**config.mk**
```make
export PLATFORM = sky130hd
export DESIGN_NAME = pps_rx
export DESIGN_NICKNAME = d
export VERILOG_FILES = /design/src/rtl/pps_rx.sv
export SDC_FILE = /design/constraint.sdc
export NUM_CORES = 1
export LEC_CHECK = 0
export ABC_AREA = 1
export BUFFER_PORTS_ARGS = -buffer_cell sky130_fd_sc_hd__buf_2
export CAP_MARGIN = 20
export CORE_MARGIN = 2
export CORE_UTILIZATION = 59
export CTS_CLUSTER_SIZE = 10
export DETAILED_ROUTE_END_ITERATION = 8
export PLACE_DENSITY = 0.81
export SYNTH_ARGS = -nofsm -noshare
export SYNTH_HDL_FRONTEND = slang
export SYNTH_SLANG_ARGS = --single-unit
export TNS_END_PERCENT = 20
```
**constraint.sdc**
```tcl
create_clock -name i_clk -period 2.9 [get_ports i_clk]
set_input_delay 0.58 -clock i_clk [delete_from_list [all_inputs] [get_ports i_clk]]
set_output_delay 0.58 -clock i_clk [all_outputs]
set_load 0.1 [all_outputs]
```
**src/rtl/pps_rx.sv**
```systemverilog
// ---------------------------------------------------------------------------
// pps_rx -- receiver / monitor for an external one-pulse-per-second input.
//
// The asynchronous PPS line is synchronised to i_clk. The block counts clocks
// between successive rising edges and reports each measured period together
// with its error against the nominal clock rate. Lock is declared after
// LOCK_COUNT consecutive in-tolerance periods. A missing pulse is flagged once
// the count passes CLOCK_RATE_HZ + TOLERANCE.
//
// Ports
//   i_clk      system clock
//   i_reset_n  synchronous reset, active low
//   i_pps      asynchronous PPS input; a rising edge marks the second
//   o_period   clocks between the last two accepted edges
//   o_err      signed o_period - CLOCK_RATE_HZ (32-bit two's complement)
//   o_valid    1-cycle strobe: o_period / o_err updated this cycle
//   o_locked   LOCK_COUNT consecutive good periods seen
//   o_timeout  1-cycle strobe: expected edge missing
//   o_led      heartbeat, toggles on every o_valid
// ---------------------------------------------------------------------------
module pps_rx #(
    parameter int unsigned CLOCK_RATE_HZ = 50_000_000,
    parameter int unsigned TOLERANCE     = 1_000,
    parameter int unsigned LOCK_COUNT    = 3
) (
    input  logic        i_clk,
    input  logic        i_reset_n,
    input  logic        i_pps,
    output logic [31:0] o_period,
    output logic [31:0] o_err,
    output logic        o_valid,
    output logic        o_locked,
    output logic        o_timeout,
    output logic        o_led
);

    localparam int GW = (LOCK_COUNT < 1) ? 1 : $clog2(LOCK_COUNT + 1);

    localparam logic        [31:0]   RATE   = 32'(CLOCK_RATE_HZ);
    localparam logic        [31:0]   THRESH = 32'(CLOCK_RATE_HZ + TOLERANCE);
    localparam logic signed [31:0]   TOL_HI = $signed(32'(TOLERANCE));
    localparam logic signed [31:0]   TOL_LO = -TOL_HI;
    localparam logic        [GW-1:0] LOCK_G = GW'(LOCK_COUNT);

    typedef enum logic [1:0] {
        ST_IDLE,   // no reference edge yet since reset
        ST_TRACK,  // reference edge known, periods are reported
        ST_LOST    // pulse went missing, waiting to re-arm
    } state_t;

    state_t         r_state;
    logic           r_s1;
    logic           r_s2;
    logic           r_last;
    logic [31:0]    r_count;
    logic [GW-1:0]  r_good;

    logic           w_edge;
    logic [31:0]    w_period;
    logic [31:0]    w_err;
    logic           w_good;
    logic [GW-1:0]  w_good_inc;

    // NOTE: always_comb assigns every output on every path, so no latch
    // can be inferred.
    always_comb begin
        w_edge     = r_s2 & ~r_last;
        w_period   = r_count + 32'd1;
        w_err      = w_period - RATE;
        w_good     = ($signed(w_err) >= TOL_LO) && ($signed(w_err) <= TOL_HI);
        w_good_inc = (r_good == LOCK_G) ? r_good : r_good + GW'(1);
    end

    // NOTE: all state is updated with non-blocking assignments so that every
    // register samples the pre-edge values of the others.
    always_ff @(posedge i_clk) begin
        if (!i_reset_n) begin
            // Synchroniser resets high so a line held high through reset
            // does not look like a rising edge afterwards.
            r_s1      <= 1'b1;
            r_s2      <= 1'b1;
            r_last    <= 1'b1;
            r_state   <= ST_IDLE;
            r_count   <= '0;
            r_good    <= '0;
            o_period  <= '0;
            o_err     <= '0;
            o_valid   <= 1'b0;
            o_locked  <= 1'b0;
            o_timeout <= 1'b0;
            o_led     <= 1'b0;
        end else begin
            r_s1    <= i_pps;
            r_s2    <= r_s1;
            r_last  <= r_s2;

            if (w_edge) begin
                r_count <= '0;
            end else if (r_count != '1) begin
                r_count <= r_count + 32'd1;
            end

            o_valid   <= 1'b0;
            o_timeout <= 1'b0;

            case (r_state)
                ST_IDLE: begin
                    if (w_edge) begin
                        r_state <= ST_TRACK;
                    end
                end
                ST_TRACK: begin
                    // An edge arriving on the timeout cycle takes priority;
                    // its period is RATE+TOL+1 and is simply reported as bad.
                    if (w_edge) begin
                        o_period <= w_period;
                        o_err    <= w_err;
                        o_valid  <= 1'b1;
                        o_led    <= ~o_led;
                        if (w_good) begin
                            r_good   <= w_good_inc;
                            o_locked <= (w_good_inc == LOCK_G);
                        end else begin
                            r_good   <= '0;
                            o_locked <= 1'b0;
                        end
                    end else if (r_count == THRESH) begin
                        o_timeout <= 1'b1;
                        o_locked  <= 1'b0;
                        r_good    <= '0;
                        r_state   <= ST_LOST;
                    end
                end
                ST_LOST: begin
                    // Phase of the previous pulse is unknown: re-arm only.
                    if (w_edge) begin
                        r_state <= ST_TRACK;
                    end
                end
                default: begin
                    r_state <= ST_IDLE;
                end
            endcase
        end
    end

endmodule

```
# [Yosys cells after proc, flatten, opt, wreduce, memory -nomap -nowiden]
# Index checks and enable logic that the tools add are counted.
[word_totals] rom_bits=0 memories=0 out_inout_bits=68 mem_bits_rw=0 reg_bits=107 latch_bits=0 word_cells=54 input_bits=3
[classes] n_addsub=3 reduce_logical=10 bitwise=5 order_cmp=2 div=0 shift=0 n_eq_ne=9 mul=0 muxes=13
[ops] op="adder 32 x 1 -> 32 bit (second input constant)" count=1
[ops] op="== test 32 x 26 -> 1 bit (second input constant)" count=1
[ops] op=">= comparator 32 x 11 -> 1 bit (second input constant)" count=1
[ops] op="<= comparator 32 x 11 -> 1 bit (second input constant)" count=1
[ops] op="inequality test 32 bit (second input constant)" count=1
[ops] op="subtractor 32 x 26 -> 32 bit (second input constant)" count=1
[ops] op="2-to-1 mux 2 bit" count=7
[ops] op="== test 2 bit (second input constant)" count=3
[ops] op="AND reduction 2 bit" count=3
[ops] op="2-to-1 mux 1 bit" count=5
[ops] op="inequality test 2 bit (second input constant)" count=2
[ops] op="inverter 1 bit" count=4
[ops] op="one-hot mux 2 bit (2 select lines)" count=1
[ops] op="OR reduction 2 bit" count=2
[ops] op="AND reduction 3 bit" count=1
[ops] op="OR reduction 3 bit" count=1
[ops] op="adder 2 x 1 -> 2 bit (second input constant)" count=1
[ops] op="== test 2 x 1 -> 1 bit (second input constant)" count=1
[ops] op="zero test 2 bit" count=1
[ops] op="inequality test 2 x 1 -> 1 bit (second input constant)" count=1
[ops] op="nonzero test 2 bit" count=1
[ops] op="bitwise AND 1 bit" count=1
[ops] op="logical AND 1 bit" count=1

# [Longest topological paths before layout]
[depth] word_depth=6 mapped_depth=25 mapped_depth_nobuf=25

# [Worst setup path before layout]
# OpenSTA, ideal clock, no wires.
[synth_timing] path_kind="register to register" startpoint="reg r_count[0]" endpoint="reg o_locked" path_buffers=0 setup_ns=0.070 synth_period_minus_slack_ns=2.606 required_time_ns=2.830 stages_incl_launch_ff=25 t_arrival_ns=2.536 setup_slack_ns=0.294 cell_sequence="dfxtp_1 -> ha_1 -> nand2_1 -> nor2_4 -> nand3_1 -> nand2_1 -> ha_1 -> inv_1 -> nor3_1 -> nand2_1 -> nand3_1 -> nand2_1 -> nand2_1 -> nand2_1 -> nor2_1 -> nand2_1 -> nor2_1 -> nand2_1 -> nor2_1 -> nand2_1 -> nor2_1 -> nand3_1 -> nand2_1 -> nand2_1 -> a21oi_1"
[synth_via] elab_chain_len=6 elab_cells_between_ends=10 cone_classes="add/sub: 2; order compare: 2; eq/ne: 1; mux: 2; reduce/logical: 3"
[synth_rtl] element="from (decl)" line_no="55" rtl="logic [31:0] r_count;"
[synth_rtl] element="from (signal assigned)" line_no="100" rtl="r_count <= r_count + 32'd1;"
[synth_rtl] element="adder 32 x 1 -> 32 bit" line_no="68" rtl="w_period = r_count + 32'd1;"
[synth_rtl] element="subtractor 32 x 26 -> 32 bit" line_no="69" rtl="w_err = w_period - RATE;"
[synth_rtl] element=">= comparator 32 x 11 -> 1 bit / <= comparator 32 x 11 -> 1 bit (equally long branches)" line_no="70" rtl="w_good = ($signed(w_err) >= TOL_LO) && ($signed(w_err) <= TOL_HI);"
[synth_rtl] element="logical AND 1 bit" line_no="70"
[synth_rtl] element="2-to-1 mux 1 bit" line_no="120" rtl="if (w_good) begin"
[synth_rtl] element="2-to-1 mux 1 bit" line_no="115" rtl="if (w_edge) begin"
[synth_rtl] element="to (signal assigned)" line_no="122" rtl="o_locked <= (w_good_inc == LOCK_G);"
[synth_rtl] element="to (decl)" line_no="32" rtl="output logic o_locked,"
# Several ways; a longest one is shown, not always the timed one.
# A chain may end at the register's enable or synchronous reset.

# [Final worst setup path]
[layout_timing] startpoint="reg r_count[1]" endpoint="reg o_locked"
# Same word-level chain as after synthesis.

==> impl_metrics.env <==
export IMPL_power_density_nw_per_um2=332
export IMPL_drt_first_iter_violations=487
export IMPL_cts_hold_buffers=0
export IMPL_diodes=0
export IMPL_p_total_uw=2330
export IMPL_drcViolationCount=0
export IMPL_synth_top_area_share_pct=33.6
export IMPL_grt_pass1_vias=5501
export IMPL_swShare_pct=25.2
export IMPL_intPower_uw=1750
export IMPL_num_rows=36
export IMPL_grt_max_degree=56
export IMPL_clk_latency_ps=380
export IMPL_cp_arrival_ps=3100
export IMPL_yosysWarnings=0
export IMPL_hpwl_mm=12.3
export IMPL_core_um2=9770
export IMPL_dieArea_um2=10900
export IMPL_finalSetupViolations=0
export IMPL_dr_pass1_iters=6
export IMPL_gp_congestion=0.991
export IMPL_nets=1021
export IMPL_hold_viol_final=0
export IMPL_finalWirelength_mm=16.5
export IMPL_rsz0062_at_grt="true"
export IMPL_grt_overflow_total=0
export IMPL_p_comb_share_pct=4.6
export IMPL_cts_buffers=9
export IMPL_clk_pin_slew_ps=100
export IMPL_min_period_ps=2780
export IMPL_ys_types=39
export IMPL_p_switching_uw=588
export IMPL_relSlewSlack_pct=44.5
export IMPL_final_cells=1153
export IMPL_portBuffers=70
export IMPL_power_leakage_uw=0.00353
export IMPL_postSynth_asyncResetShare_pct=0
export IMPL_synthAdderAreaFrac_pct=0.631
export IMPL_synth_area_leader_cell="dfxtp_1"
export IMPL_synth_xor_area_share_pct=0.589
export IMPL_dp_cells=1124
export IMPL_synth_ff_type="dfxtp_1"
export IMPL_dieHeight_um=104
export IMPL_cp_max_fo=8
export IMPL_die_w_um=104
export IMPL_end_kind="flip-flop"
export IMPL_min_path_type="input pin to flip-flop"
export IMPL_synth_area_top_cells="dfxtp_1 (34%), nand2_1 (18%), inv_1 (7.3%)"
export IMPL_p_seq_share_pct=59.5
export IMPL_grt_pass1_wl_mm=26.6
export IMPL_synthSimpleGateAreaFrac_pct=41.7
export IMPL_synth_top_family_by_area="simple AND/OR/NAND/NOR gates"
export IMPL_syn2layout_area_growth_pct=18.3
export IMPL_cp_required_ps=3210
export IMPL_fin_skew_ps=11.8
export IMPL_viasPerCell=5.39
export IMPL_root_buffer="clkbuf_8"
export IMPL_avgSynthCellArea_um2=6.43
export IMPL_cts_tree="yes"
export IMPL_grtUsageTotal_pct=30.1
export IMPL_slew_viol_final=0
export IMPL_ys_seq_area_share_pct=33.6
export IMPL_synth_compound_area_share_pct=12.6
export IMPL_post_route_period_util_pct=95.9
export IMPL_drive_above_1_share_pct=25.7
export IMPL_tightest_slew_ps=832
export IMPL_via_count=6220
export IMPL_pwr_share_clk_pct=35.9
export IMPL_start_kind="flip-flop"
export IMPL_ys_ff_latch=100
export IMPL_peakVddDrop_v=0.000307
export IMPL_status="complete, no violations"
export IMPL_crit_type="flip-flop to flip-flop"
export IMPL_htree_levels=3
export IMPL_synthMuxAreaShare_pct=0
export IMPL_syn_area_um2=5950
export IMPL_synth_edf_count=0
export IMPL_fmax_mhz=360
export IMPL_antenna_found_initial=0
export IMPL_setup_tns_ps=0
export IMPL_clock_path_buffers=2
export IMPL_syn_inst=926
export IMPL_cap_violations=0
export IMPL_io_pins=71
export IMPL_synth_fp_nets=932
export IMPL_ant_nets=0
export IMPL_initial_core_util_pct=60.9
export IMPL_clock_sinks=100
export IMPL_wl_per_cell_um=14.3
-- worst max-delay path: stages (launching register included) --
cell and delay, ps:
dfxtp_4 380, ha_4 130, nand2_2 60, nor2_4 280
nand2_4 120, nand2_2 80, nand2_2 80, buf_4 160
nand2_2 90, nor2_4 50, nand2_4 100, nand2_2 80
o21bai_2 180, nand2_1 110, nand2_1 100, nand2_1 50
nand2_1 100, nand3_1 80, nor2_1 110, nand3_1 100
nand2_2 100, nand2_1 50, a21oi_1 110
-- registers in the layout, indices dropped and copies added (netlist names) --
signal,count
o_locked,1
r_good,2
o_period,32
o_timeout,1
o_led,1
r_state,2
o_valid,1
o_err,25
r_count,32
r_s2,1
r_s1,1
r_last,1
-- final cells by class --
class	count	area, um2
clock buffers	11	141
clock inverters	5	37.5
fillers	861	2730
inverters	131	497
multi-input cells	663	3520
flip-flops and latches	100	2020
well taps	133	166
repair buffers	110	658
-- synth_stat cells (2+ instances only) --
master      n
o21ai_2     3
nor3_2      2
or2_2       2
nor2_4     13
inv_1     116
o21bai_1    3
xor2_1      3
nand2_4     5
a21oi_1    46
nand2_2    27
o211ai_1   37
clkbuf_1   23
nand3_4     3
ha_1        3
nor2_2     13
dfxtp_1   100
nand3_1    69
nor4_1      5
nand4_1    17
nor3_1      6
o21ai_0    32
inv_2      11
buf_4       7
nor2_1     83
nand2_1   281
clkinv_1    3
-- kinds of logic (layout without fill, tap and decap cells) --
kind of cell,Yosys count,after routing
and+or+nand+nor,531,531
buffers and inverters,163,257
AOI/OAI and AO/OA,125,125
DFF,100,100
xor gates and xnor gates,4,4
adders and majority gates,3,3
-- final timing paths --
path,start,end,slack [ps],cells after the start
hold reg to reg,r_s1$_SDFF_PN1_,r_s2$_SDFF_PN1_,420,1
setup reg to reg,r_count[1]$_SDFFE_PP0P_,o_locked$_SDFFE_PN0P_,120,22
setup / recovery,r_count[1]$_SDFFE_PP0P_,o_locked$_SDFFE_PN0P_,120,22
hold / removal,i_pps,r_s1$_SDFF_PN1_,390,2
-- what timing repair did --
| action | 4_1_cts | 5_1_grt |
|---|---|---|
| setup endpoints to repair | 3 | 6 |
| gates cloned | 0 | 0 |
| buffers inserted | 0 | 13 |
| resized for setup | 2 | 70 |
| pin swaps | 0 | 26 |
-- layer usage --
metal / GRT usage [%] / vias up / share of wire [%]
met1: 43.9 / 2798 / 46
met2: 43.2 / 249 / 42
met5: 0 / - / 0
met3: 5.95 / 46 / 8.3
li1: - / 3127 / -
met4: 12.4 / 0 / 3.3
-- stage by stage --
stage / setup slack, ps / utilization [%] / hold slack (ps) / area (um2)
global route: -138 / 72.1 / 389 / 7040
CTS: 2.44 / 68.7 / 373 / 6710
detailed placement: 9.51 / 66.8 / 401 / 6530
global placement: 80.0 / 66.8 / 401 / 6530
floorplan: 294 / - / 391 / 5950
finish: 119 / 72.1 / 387 / 7040
-- placed cells by master, fill, tap and decap left out, types with 5 or more instances in the layout --
cell type,count
o211ai_1,37
clkbuf_8,10
dfxtp_1,90
nand2_4,9
nand2_2,44
nor4_1,5
nand3_1,65
nand3_2,5
nor2_4,19
o21ai_0,32
buf_4,38
nor2_1,74
inv_1,114
nor2_2,16
buf_2,70
nand2_1,259
dfxtp_2,8
a21oi_1,46
inv_2,13
nand4_1,17
-- power groups by stage --
| stage | Clock [uW] | Combinational, uW | Sequential (uW) |
|---|---|---|---|
| 2_1_floorplan | 0 | 44.2 | 1440 |
| 3_3_place_gp | 0 | 96.2 | 1420 |
| 3_5_place_dp | 0 | 96.3 | 1420 |
| 4_1_cts | 840 | 96.7 | 1390 |
| 5_1_grt | 909 | 113 | 1390 |
| 6_report | 839 | 107 | 1390 |
(Power assumes the default switching activity.)
